[config.mk]
export PLATFORM = sky130hd
export DESIGN_NAME = alu_seq_unit
export DESIGN_NICKNAME = d
export VERILOG_FILES = /design/src/rtl/alu_seq_unit.sv
export SDC_FILE = /design/constraint.sdc
export NUM_CORES = 1
export LEC_CHECK = 0
export CAP_MARGIN = 5
export CORE_AREA = 2 2 164 118
export DETAILED_ROUTE_END_ITERATION = 7
export DIE_AREA = 0 0 166 120
export GPL_TIMING_DRIVEN = 0
export PLACE_DENSITY = 0.91
export SLEW_MARGIN = 10
export SYNTH_ARGS = -nofsm -noshare
export SYNTH_HDL_FRONTEND = slang
export SYNTH_SLANG_ARGS = --single-unit
[constraint.sdc]
create_clock -name clk -period 3.5 [get_ports clk]
set_input_delay 0.525 -clock clk [delete_from_list [all_inputs] [get_ports clk]]
set_output_delay 0.525 -clock clk [all_outputs]
set_load 0.03 [all_outputs]
[src/rtl/alu_seq_unit.sv]
// Multi-cycle MIPS ALU: single-cycle arithmetic/logic/compare/lui, bit-serial shifts and clz,
// with valid/ready handshakes on both the request and the result side.
module alu_seq_unit (
    input  logic        clk,
    input  logic        rst_n,
    input  logic        in_valid,
    output logic        in_ready,
    input  logic [4:0]  aluc,
    input  logic [31:0] a,
    input  logic [31:0] b,
    output logic        out_valid,
    input  logic        out_ready,
    output logic [31:0] result,
    output logic        zero,
    output logic        carry,
    output logic        negative,
    output logic        overflow
);
    localparam logic [4:0] OP_ADDU = 5'b00000, OP_SUBU = 5'b00001, OP_ADD  = 5'b00010,
                           OP_SUB  = 5'b00011, OP_AND  = 5'b00100, OP_OR   = 5'b00101,
                           OP_XOR  = 5'b00110, OP_NOR  = 5'b00111, OP_SLT  = 5'b01011,
                           OP_SLTU = 5'b01010, OP_SLL  = 5'b01111, OP_SRL  = 5'b01101,
                           OP_SRA  = 5'b01100, OP_LUI  = 5'b01000, OP_CLZ  = 5'b10000,
                           OP_BGEZ = 5'b10001;

    typedef enum logic [1:0] {IDLE, SHIFT, CLZ, DONE} state_t;

    state_t      state, state_nxt;
    logic [4:0]  op;
    logic [31:0] work;
    logic [5:0]  cnt;

    logic        is_shift, is_clz;
    logic [32:0] sum33, diff33;
    logic [31:0] alu_res;
    logic        alu_c, alu_v;

    assign is_shift = (aluc == OP_SLL) || (aluc == OP_SRL) || (aluc == OP_SRA);
    assign is_clz   = (aluc == OP_CLZ);

    // Single-cycle datapath, evaluated on the live operands at acceptance.
    always_comb begin
        sum33   = {1'b0, a} + {1'b0, b};
        diff33  = {1'b0, a} - {1'b0, b};
        alu_res = '0;
        alu_c   = 1'b0;
        alu_v   = 1'b0;
        case (aluc)
            OP_ADDU: begin alu_res = sum33[31:0];  alu_c = sum33[32];  end
            OP_SUBU: begin alu_res = diff33[31:0]; alu_c = diff33[32]; end
            OP_ADD: begin
                alu_res = sum33[31:0];
                alu_c   = sum33[32];
                alu_v   = (a[31] == b[31]) && (sum33[31] != a[31]);
            end
            OP_SUB: begin
                alu_res = diff33[31:0];
                alu_c   = diff33[32];
                alu_v   = (a[31] != b[31]) && (diff33[31] != a[31]);
            end
            OP_AND:  alu_res = a & b;
            OP_OR:   alu_res = a | b;
            OP_XOR:  alu_res = a ^ b;
            OP_NOR:  alu_res = ~(a | b);
            OP_SLT:  alu_res = {31'b0, $signed(a) < $signed(b)};
            OP_SLTU: alu_res = {31'b0, a < b};
            OP_LUI:  alu_res = {b[15:0], 16'h0};
            OP_BGEZ: alu_res = {31'b0, ~a[31]};
            default: alu_res = '0;
        endcase
    end

    always_ff @(posedge clk or negedge rst_n) begin
        if (!rst_n) state <= IDLE;
        else        state <= state_nxt;
    end

    always_comb begin
        state_nxt = state;
        case (state)
            IDLE:  if (in_valid) state_nxt = is_shift ? SHIFT : (is_clz ? CLZ : DONE);
            SHIFT: if (cnt == 6'd0) state_nxt = DONE;
            CLZ:   if (work[31] || cnt == 6'd32) state_nxt = DONE;
            DONE:  if (out_ready) state_nxt = IDLE;
            default: state_nxt = IDLE;
        endcase
    end

    always_comb begin
        in_ready  = (state == IDLE);
        out_valid = (state == DONE);
    end

    // Result and flags are only written on the transition into DONE, so they hold under backpressure.
    always_ff @(posedge clk or negedge rst_n) begin
        if (!rst_n) begin
            op       <= '0;
            work     <= '0;
            cnt      <= '0;
            result   <= '0;
            zero     <= 1'b0;
            carry    <= 1'b0;
            negative <= 1'b0;
            overflow <= 1'b0;
        end else begin
            case (state)
                IDLE: if (in_valid) begin
                    op <= aluc;
                    if (is_shift) begin
                        work <= b;
                        cnt  <= {1'b0, a[4:0]};
                    end else if (is_clz) begin
                        work <= a;
                        cnt  <= '0;
                    end else begin
                        result   <= alu_res;
                        zero     <= (alu_res == 32'd0);
                        negative <= alu_res[31];
                        carry    <= alu_c;
                        overflow <= alu_v;
                    end
                end
                SHIFT: begin
                    if (cnt == 6'd0) begin
                        result   <= work;
                        zero     <= (work == 32'd0);
                        negative <= work[31];
                        carry    <= 1'b0;
                        overflow <= 1'b0;
                    end else begin
                        case (op)
                            OP_SLL:  work <= {work[30:0], 1'b0};
                            OP_SRA:  work <= {work[31], work[31:1]};
                            default: work <= {1'b0, work[31:1]};
                        endcase
                        cnt <= cnt - 6'd1;
                    end
                end
                CLZ: begin
                    if (work[31] || cnt == 6'd32) begin
                        result   <= {26'b0, cnt};
                        zero     <= (cnt == 6'd0);
                        negative <= 1'b0;
                        carry    <= 1'b0;
                        overflow <= 1'b0;
                    end else begin
                        work <= {work[30:0], 1'b0};
                        cnt  <= cnt + 6'd1;
                    end
                end
                default: ;
            endcase
        end
    end
endmodule

Word-level counts from Yosys, hierarchy flattened. Index checks and enable logic that the tools add are counted.

Flip-flop bits (word level): 81. Input bits: 73. Logic and storage cells: 124.

Add/sub/neg operators: 4. Order comparisons: 2. Eq/ne operators: 35. Muxes and demuxes: 50. Bitwise gates (word level): 5. Reductions and logical operators: 18.

Operators by type and width (number): $mux W32 (10); $pmux W32 S10 (1); $pmux W32 S3 (2); $logic_not A32 Y1 (2); $lt A32 B32 Y1 (2); $pmux W32 S2 (1); $eq A5 B4 Y1 const B (8); $add A32 B32 Y33 (1); $sub A32 B32 Y33 (1); $and A32 B32 Y32 (1); $not A32 Y32 (1); $or A32 B32 Y32 (1); $xor A32 B32 Y32 (1); $mux W6 (5); $eq A5 B3 Y1 const B (4); $mux W1 (18); $pmux W6 S3 (1); $ne A2 B2 Y1 const B (8); $pmux W1 S3 (4); $reduce_and A6 Y1 (2); $eq A5 B2 Y1 const B (2); $eq A5 B5 Y1 const B (2); $mux W2 (5); $pmux W2 S4 (1); other kinds (22) (30).

Logic depth before layout (Yosys ltp).
Word-level depth: 8. Depth in mapped cells: 15. Mapped depth without buffers: 15.

Worst setup path after synthesis. Ideal clock, no wire load.

Kind: input to register. Start point: input a[0]. End point: register zero. Arrival time: 3.323 ns. Slack: 0.085 ns. Stages on the path: 15. Buffers on the path: 0. Path through: inv_1 ha_1 inv_1 fa_1 nand2b_4 a2111o_1 a2111oi_2 a211oi_2 a211o_1 a22o_1 nor3_2 nand4_1 nor4_1 nand4_1 o31ai_2.

Longest elaborated chain between the ends: 8.

Ends and longest elaborated chain: from (decl) (RTL line 9) `input logic [31:0] a,`; parallel branches: the longest is 2 deep, another holds $sub A32 B32 Y33; $pmux W32 S10 (*) (RTL line 48) `case (aluc)`; $logic_not A32 Y1 (*) (RTL line 117) `zero <= (alu_res == 32'd0);`; $mux W1 (*) (RTL line 112) `end else if (is_clz) begin`; $mux W1 (*) (RTL line 109) `if (is_shift) begin`; $mux W1 (*) (RTL line 107) `IDLE: if (in_valid) begin`; $pmux W1 S3 (*) (RTL line 106) `case (state)`; to (signal assigned) (RTL line 117); to (signal assigned) (RTL line 126) `zero <= (work == 32'd0);`; to (signal assigned) (RTL line 142) `zero <= (cnt == 6'd0);`; to (decl) (RTL line 14) `output logic zero,`.

Mark *: on every way between the ends. The select of a mux whose other input is x is not followed. A chain may end at the register's enable or synchronous reset.

Worst setup path after layout.
Start point: input aluc[0]. End point: register zero.

Longest elaborated chain between the ends: 8.

Ends and longest elaborated chain: from (decl) (RTL line 8) `input logic [4:0] aluc,`; $eq A5 B2 Y1, or another cell as far along (RTL line 48); $reduce_or A2 Y1 (no source line); $pmux W32 S10 (RTL line 48); $logic_not A32 Y1 (RTL line 117); $mux W1 (RTL line 112); $mux W1 (RTL line 109); $mux W1 (RTL line 107); $pmux W1 S3 (RTL line 106).

Several ways; a longest one is shown, not always the timed one. The select of a mux whose other input is x is not followed.

==> impl_metrics.py <==
metrics = {
    "hold_path": {
        "worstHoldPathType": "in -> async",
    },
    "critical_path": {
        "critical_path.max_stage_delay_ps": 550,
        "r2r_slack_ps": -250,
        "critical_path_peak_fanout": 10,
        "r2r_start": "state[1]$_DFFE_PN0P_",
        "cell_by_cell_trace_of_the_critical_path": "clkdlybuf4s50_1, nand2b_1, buf_2, nor3_1, clkbuf_1, nor4_1, o2bb2ai_1, nand2_1, nor4_4, nand4_1, nor4_2, nand4_1, o31ai_2",
        "r2r_end": "zero$_DFFE_PN0P_",
        "crit_top_cell": "sky130_fd_sc_hd__nand4_1",
        "ff2ff_path_depth": 13,
        "critical_path.n_buffers_inverters": 3,
        "critical-path-slowest-cell": "sky130_fd_sc_hd__clkdlybuf4s50_1",
        "crit_type": "in -> reg",
        "critPathArrivalTime_ps": 4120,
        "setup.worst_path.end_class": "register",
        "start_kind": "input pin",
        "worst-endpoint-required_ps": 3760,
        "timing.critical_path.max_delay_family": "simple AND/OR/NAND/NOR gates",
    },
    "sta": {
        "worst_relative_slew_slack_pct": 40.8,
        "rsz0062_at_grt": "yes",
        "final_max_tran_viols": 0,
        "fmax_mhz": 259,
        "worst_pin_slew_ps": 888,
        "setup_tns_ps": -596,
        "timing_hold_violations_final": 0,
        "timing.final.crit_period_ps": 3860,
        "whs_ps": 33.5,
        "finalWorstSetupSlack_ps": -359,
        "min_period_over_period_pct": 110,
        "setup_viol": 7,
        "clock-skew-final_ps": 6.79,
    },
    "final_layout": {
        "design.final.nets": 1807,
        "synthToLayoutAreaGrowth_pct": 30.6,
        "fillers": 1347,
        "finish.utilization_pct": 75.2,
        "drive_above_1_share_pct": 20.5,
        "finish.cell_count_without_fillers": 1865,
        "n_antenna_cell": 0,
        "final_cell_area_excluding_filler_cells_um2": 13900,
    },
    "synthesis": {
        "synth_sequential_area_ratio_pct": 18.8,
        "synth.cells.most_frequent": "sky130_fd_sc_hd__nor2_1, sky130_fd_sc_hd__nand2_1, sky130_fd_sc_hd__o21ai_0",
        "yosys.cell_types.count": 91,
        "synth_ff_type": "sky130_fd_sc_hd__dfrtp_1",
        "netlist_area_um2": 10600,
        "post_synth_main_area_contributors": "sky130_fd_sc_hd__dfrtp_1, sky130_fd_sc_hd__ha_1, sky130_fd_sc_hd__o21ai_0",
        "synth.most_common_cell": "sky130_fd_sc_hd__nor2_1",
        "post_synth_xor_area_fraction_pct": 2.22,
        "synth_cells": 1453,
        "synth_area_per_cell_um2": 7.32,
        "synth_largest_type_area_fraction_pct": 18.8,
        "synth_adder_area_share_pct": 13.9,
        "yosys_warns": 0,
        "synth.largest_area_cell": "sky130_fd_sc_hd__dfrtp_1",
        "largest_family_of_logic_cells_by_synthesized_area": "compound AO/OA/AOI/OAI gates",
        "synth.ff_latch_count": 80,
        "synth_simple_gate_area_share_pct": 21.4,
        "synth_async_sr_flop_share_pct": 100,
        "synth_compound_area_share_pct": 33.8,
        "synthesis.nets": 1642,
        "synth-edff-count": 0,
        "muxShareOfSynthArea_pct": 1.81,
    },
    "die": {
        "dieArea_um2": 19900,
        "die_w_um": 166,
        "die_y_um": 120,
        "placement_rows": 42,
        "start_util_pct": 57.6,
        "boundaryPins": 111,
        "core_area_um2": 18400,
    },
    "global_route": {
        "globalRouteOverflowTotal": 0,
        "groute.usage.overall_pct": 48.4,
        "grt_max_degree": 66,
        "number_of_antenna_violations_at_the_first_check_in_global_routing": 2,
        "first_global_vias": 12700,
        "grt_pass1_wl_um": 73900,
    },
    "cts": {
        "cts.path.max_buffers": 2,
        "clk_transition_reported_paths_ps": 60,
        "cts_tree": "built",
        "clock-root-buffer": "sky130_fd_sc_hd__clkbuf_16",
        "cts.sink_count": 80,
        "cts-buffers-inserted": 9,
        "cts.hold.buffers_added": 0,
        "cts_h_tree_lvls": 3,
        "clock_insertion_delay_worst_skew_ps": 350,
    },
    "flow_run": {
        "drv.max_cap_violation_count": 0,
    },
    "run_status": {
        "violated_checks": "design-rule violations, negative setup slack",
        "outcome": "finished, violations left",
    },
    "route": {
        "ant_nets": 0,
        "drt-vias-per-instance": 7.37,
        "finalWirelength_um": 51200,
        "vias": 13700,
        "routed_wire_length_per_instance_um": 27.4,
        "detailedRoute.firstPassIterationCount": 8,
        "drt-initial-drc-count": 2750,
        "remaining_drc_errors": 14,
    },
    "placement": {
        "dpl-instance-area_um2": 12100,
        "post-place-ws_ps": -1870,
        "post-dp-hpwl_um": 37300,
        "numPlacedInstances": 1806,
        "gp_routability_congestion": 1.09,
        "placement.io_buffers": 109,
    },
    "power_and_ir_drop": {
        "sequential_power_share_pct": 20.0,
        "comb_power_share_pct": 68.9,
        "static_leakage_nw": 5.73,
        "cellPowerDensity_nw_per_um2": 683,
        "report.power.total_mw": 9.48,
        "pwr-share-clk_pct": 11.2,
        "p_int_mw": 4.26,
        "netSwitchingPower_mw": 5.23,
        "ir_worst_vdd_mv": 0.952,
        "switching_share_pct": 55.1,
    },
}
## state kept, by name, summed over array words and instances (netlist names)
name,flops
carry,1
overflow,1
work,32
result,31
negative,1
zero,1
op,5
cnt,6
state,2
## power groups by stage
stage / logic, mW / clock network (mW) / registers [mW]
2_1_floorplan: 3.41 / 0 / 2.00
3_3_place_gp: 5.46 / 0 / 1.82
3_5_place_dp: 5.64 / 0 / 1.84
4_1_cts: 5.99 / 1.03 / 1.84
5_1_grt: 6.81 / 1.07 / 1.91
6_report: 6.53 / 1.06 / 1.89
## layer usage
metal / up-vias / global-route usage, % / share of wire, %
li1: 5711 / - / -
met1: 6312 / 63.3 / 37
met2: 1408 / 67.7 / 38
met3: 311 / 21.8 / 18
met4: 4 / 23.0 / 6.6
met5: - / 1.28 / 0.086
## worst max-delay path by stage
stage	startpoint	end	slack [ps]	depth (start not counted)
floorplan	a[0]	zero$_DFFE_PN0P_	90	15
global placement	b[0]	zero$_DFFE_PN0P_	-1910	15
detailed placement	b[0]	zero$_DFFE_PN0P_	-1870	15
CTS	a[0]	zero$_DFFE_PN0P_	-120	17
global route	a[0]	zero$_DFFE_PN0P_	-340	17
finish	aluc[0]	zero$_DFFE_PN0P_	-360	13
## final cells by class
cell class / instances / area [um^2] / area share, %
plain buffers: 98 / 523 / 3.77
clock buffers: 11 / 243 / 1.75
clock inverters: 5 / 78.8 / 0.568
inverters: 107 / 425 / 3.06
multi-input cells: 1162 / 8880 / 64.0
flip-flops and latches: 80 / 2000 / 14.4
well taps: 242 / 303 / 2.18
repair buffers: 160 / 1420 / 10.2
## cell families (layout without fill, tap and decap cells)
group,after synthesis,count (layout)
buffers and inverters,211,381
adders and majority gates,116,116
AOI/OAI and AO/OA,520,520
muxes,18,18
and+or+nand+nor,481,481
DFF,80,80
xor gates and xnor gates,27,27
## repair_timing
item | 4_1_cts | 5_1_grt
hold endpoints to repair | 0 | 0
endpoints found under the setup margin | 32 | 53
gates resized for setup | 302 | 140
buffers inserted | 31 | 18
pin swaps | 55 | 33
## cell usage in the layout (no fill, tap or decap), types with 9 or more instances in the layout
| cell | count |
|---|---|
| sky130_fd_sc_hd__nand2_1 | 144 |
| sky130_fd_sc_hd__nor2_1 | 138 |
| sky130_fd_sc_hd__o21ai_0 | 102 |
| sky130_fd_sc_hd__ha_1 | 91 |
| sky130_fd_sc_hd__inv_1 | 84 |
| sky130_fd_sc_hd__dfrtp_1 | 80 |
| sky130_fd_sc_hd__a21oi_1 | 74 |
| sky130_fd_sc_hd__buf_4 | 65 |
| sky130_fd_sc_hd__clkdlybuf4s50_1 | 64 |
| sky130_fd_sc_hd__clkbuf_1 | 47 |
| sky130_fd_sc_hd__a221oi_1 | 41 |
| sky130_fd_sc_hd__o31ai_1 | 41 |
| sky130_fd_sc_hd__o211ai_1 | 29 |
| sky130_fd_sc_hd__nor3_1 | 25 |
| sky130_fd_sc_hd__clkbuf_2 | 24 |
| sky130_fd_sc_hd__xnor2_1 | 23 |
| sky130_fd_sc_hd__nand3_1 | 22 |
| sky130_fd_sc_hd__buf_2 | 18 |
| sky130_fd_sc_hd__nand4_1 | 18 |
| sky130_fd_sc_hd__ha_4 | 18 |
| sky130_fd_sc_hd__inv_2 | 17 |
| sky130_fd_sc_hd__and3_1 | 16 |
| sky130_fd_sc_hd__nor2b_1 | 15 |
| sky130_fd_sc_hd__a31oi_1 | 15 |
| sky130_fd_sc_hd__a22oi_1 | 15 |
| sky130_fd_sc_hd__o21bai_1 | 13 |
| sky130_fd_sc_hd__nor4_1 | 11 |
| sky130_fd_sc_hd__buf_6 | 11 |
| sky130_fd_sc_hd__a21oi_2 | 11 |
| sky130_fd_sc_hd__nand2b_1 | 10 |
| sky130_fd_sc_hd__or3_1 | 10 |
| sky130_fd_sc_hd__o22ai_1 | 10 |
| sky130_fd_sc_hd__o21ai_1 | 10 |
| sky130_fd_sc_hd__mux2_2 | 10 |
| sky130_fd_sc_hd__a21oi_4 | 9 |
| sky130_fd_sc_hd__a211oi_1 | 9 |
| sky130_fd_sc_hd__o21a_1 | 9 |
| sky130_fd_sc_hd__a221o_1 | 9 |
| sky130_fd_sc_hd__clkbuf_16 | 9 |
| sky130_fd_sc_hd__dlygate4sd2_1 | 9 |
(Power assumes the default switching activity.)
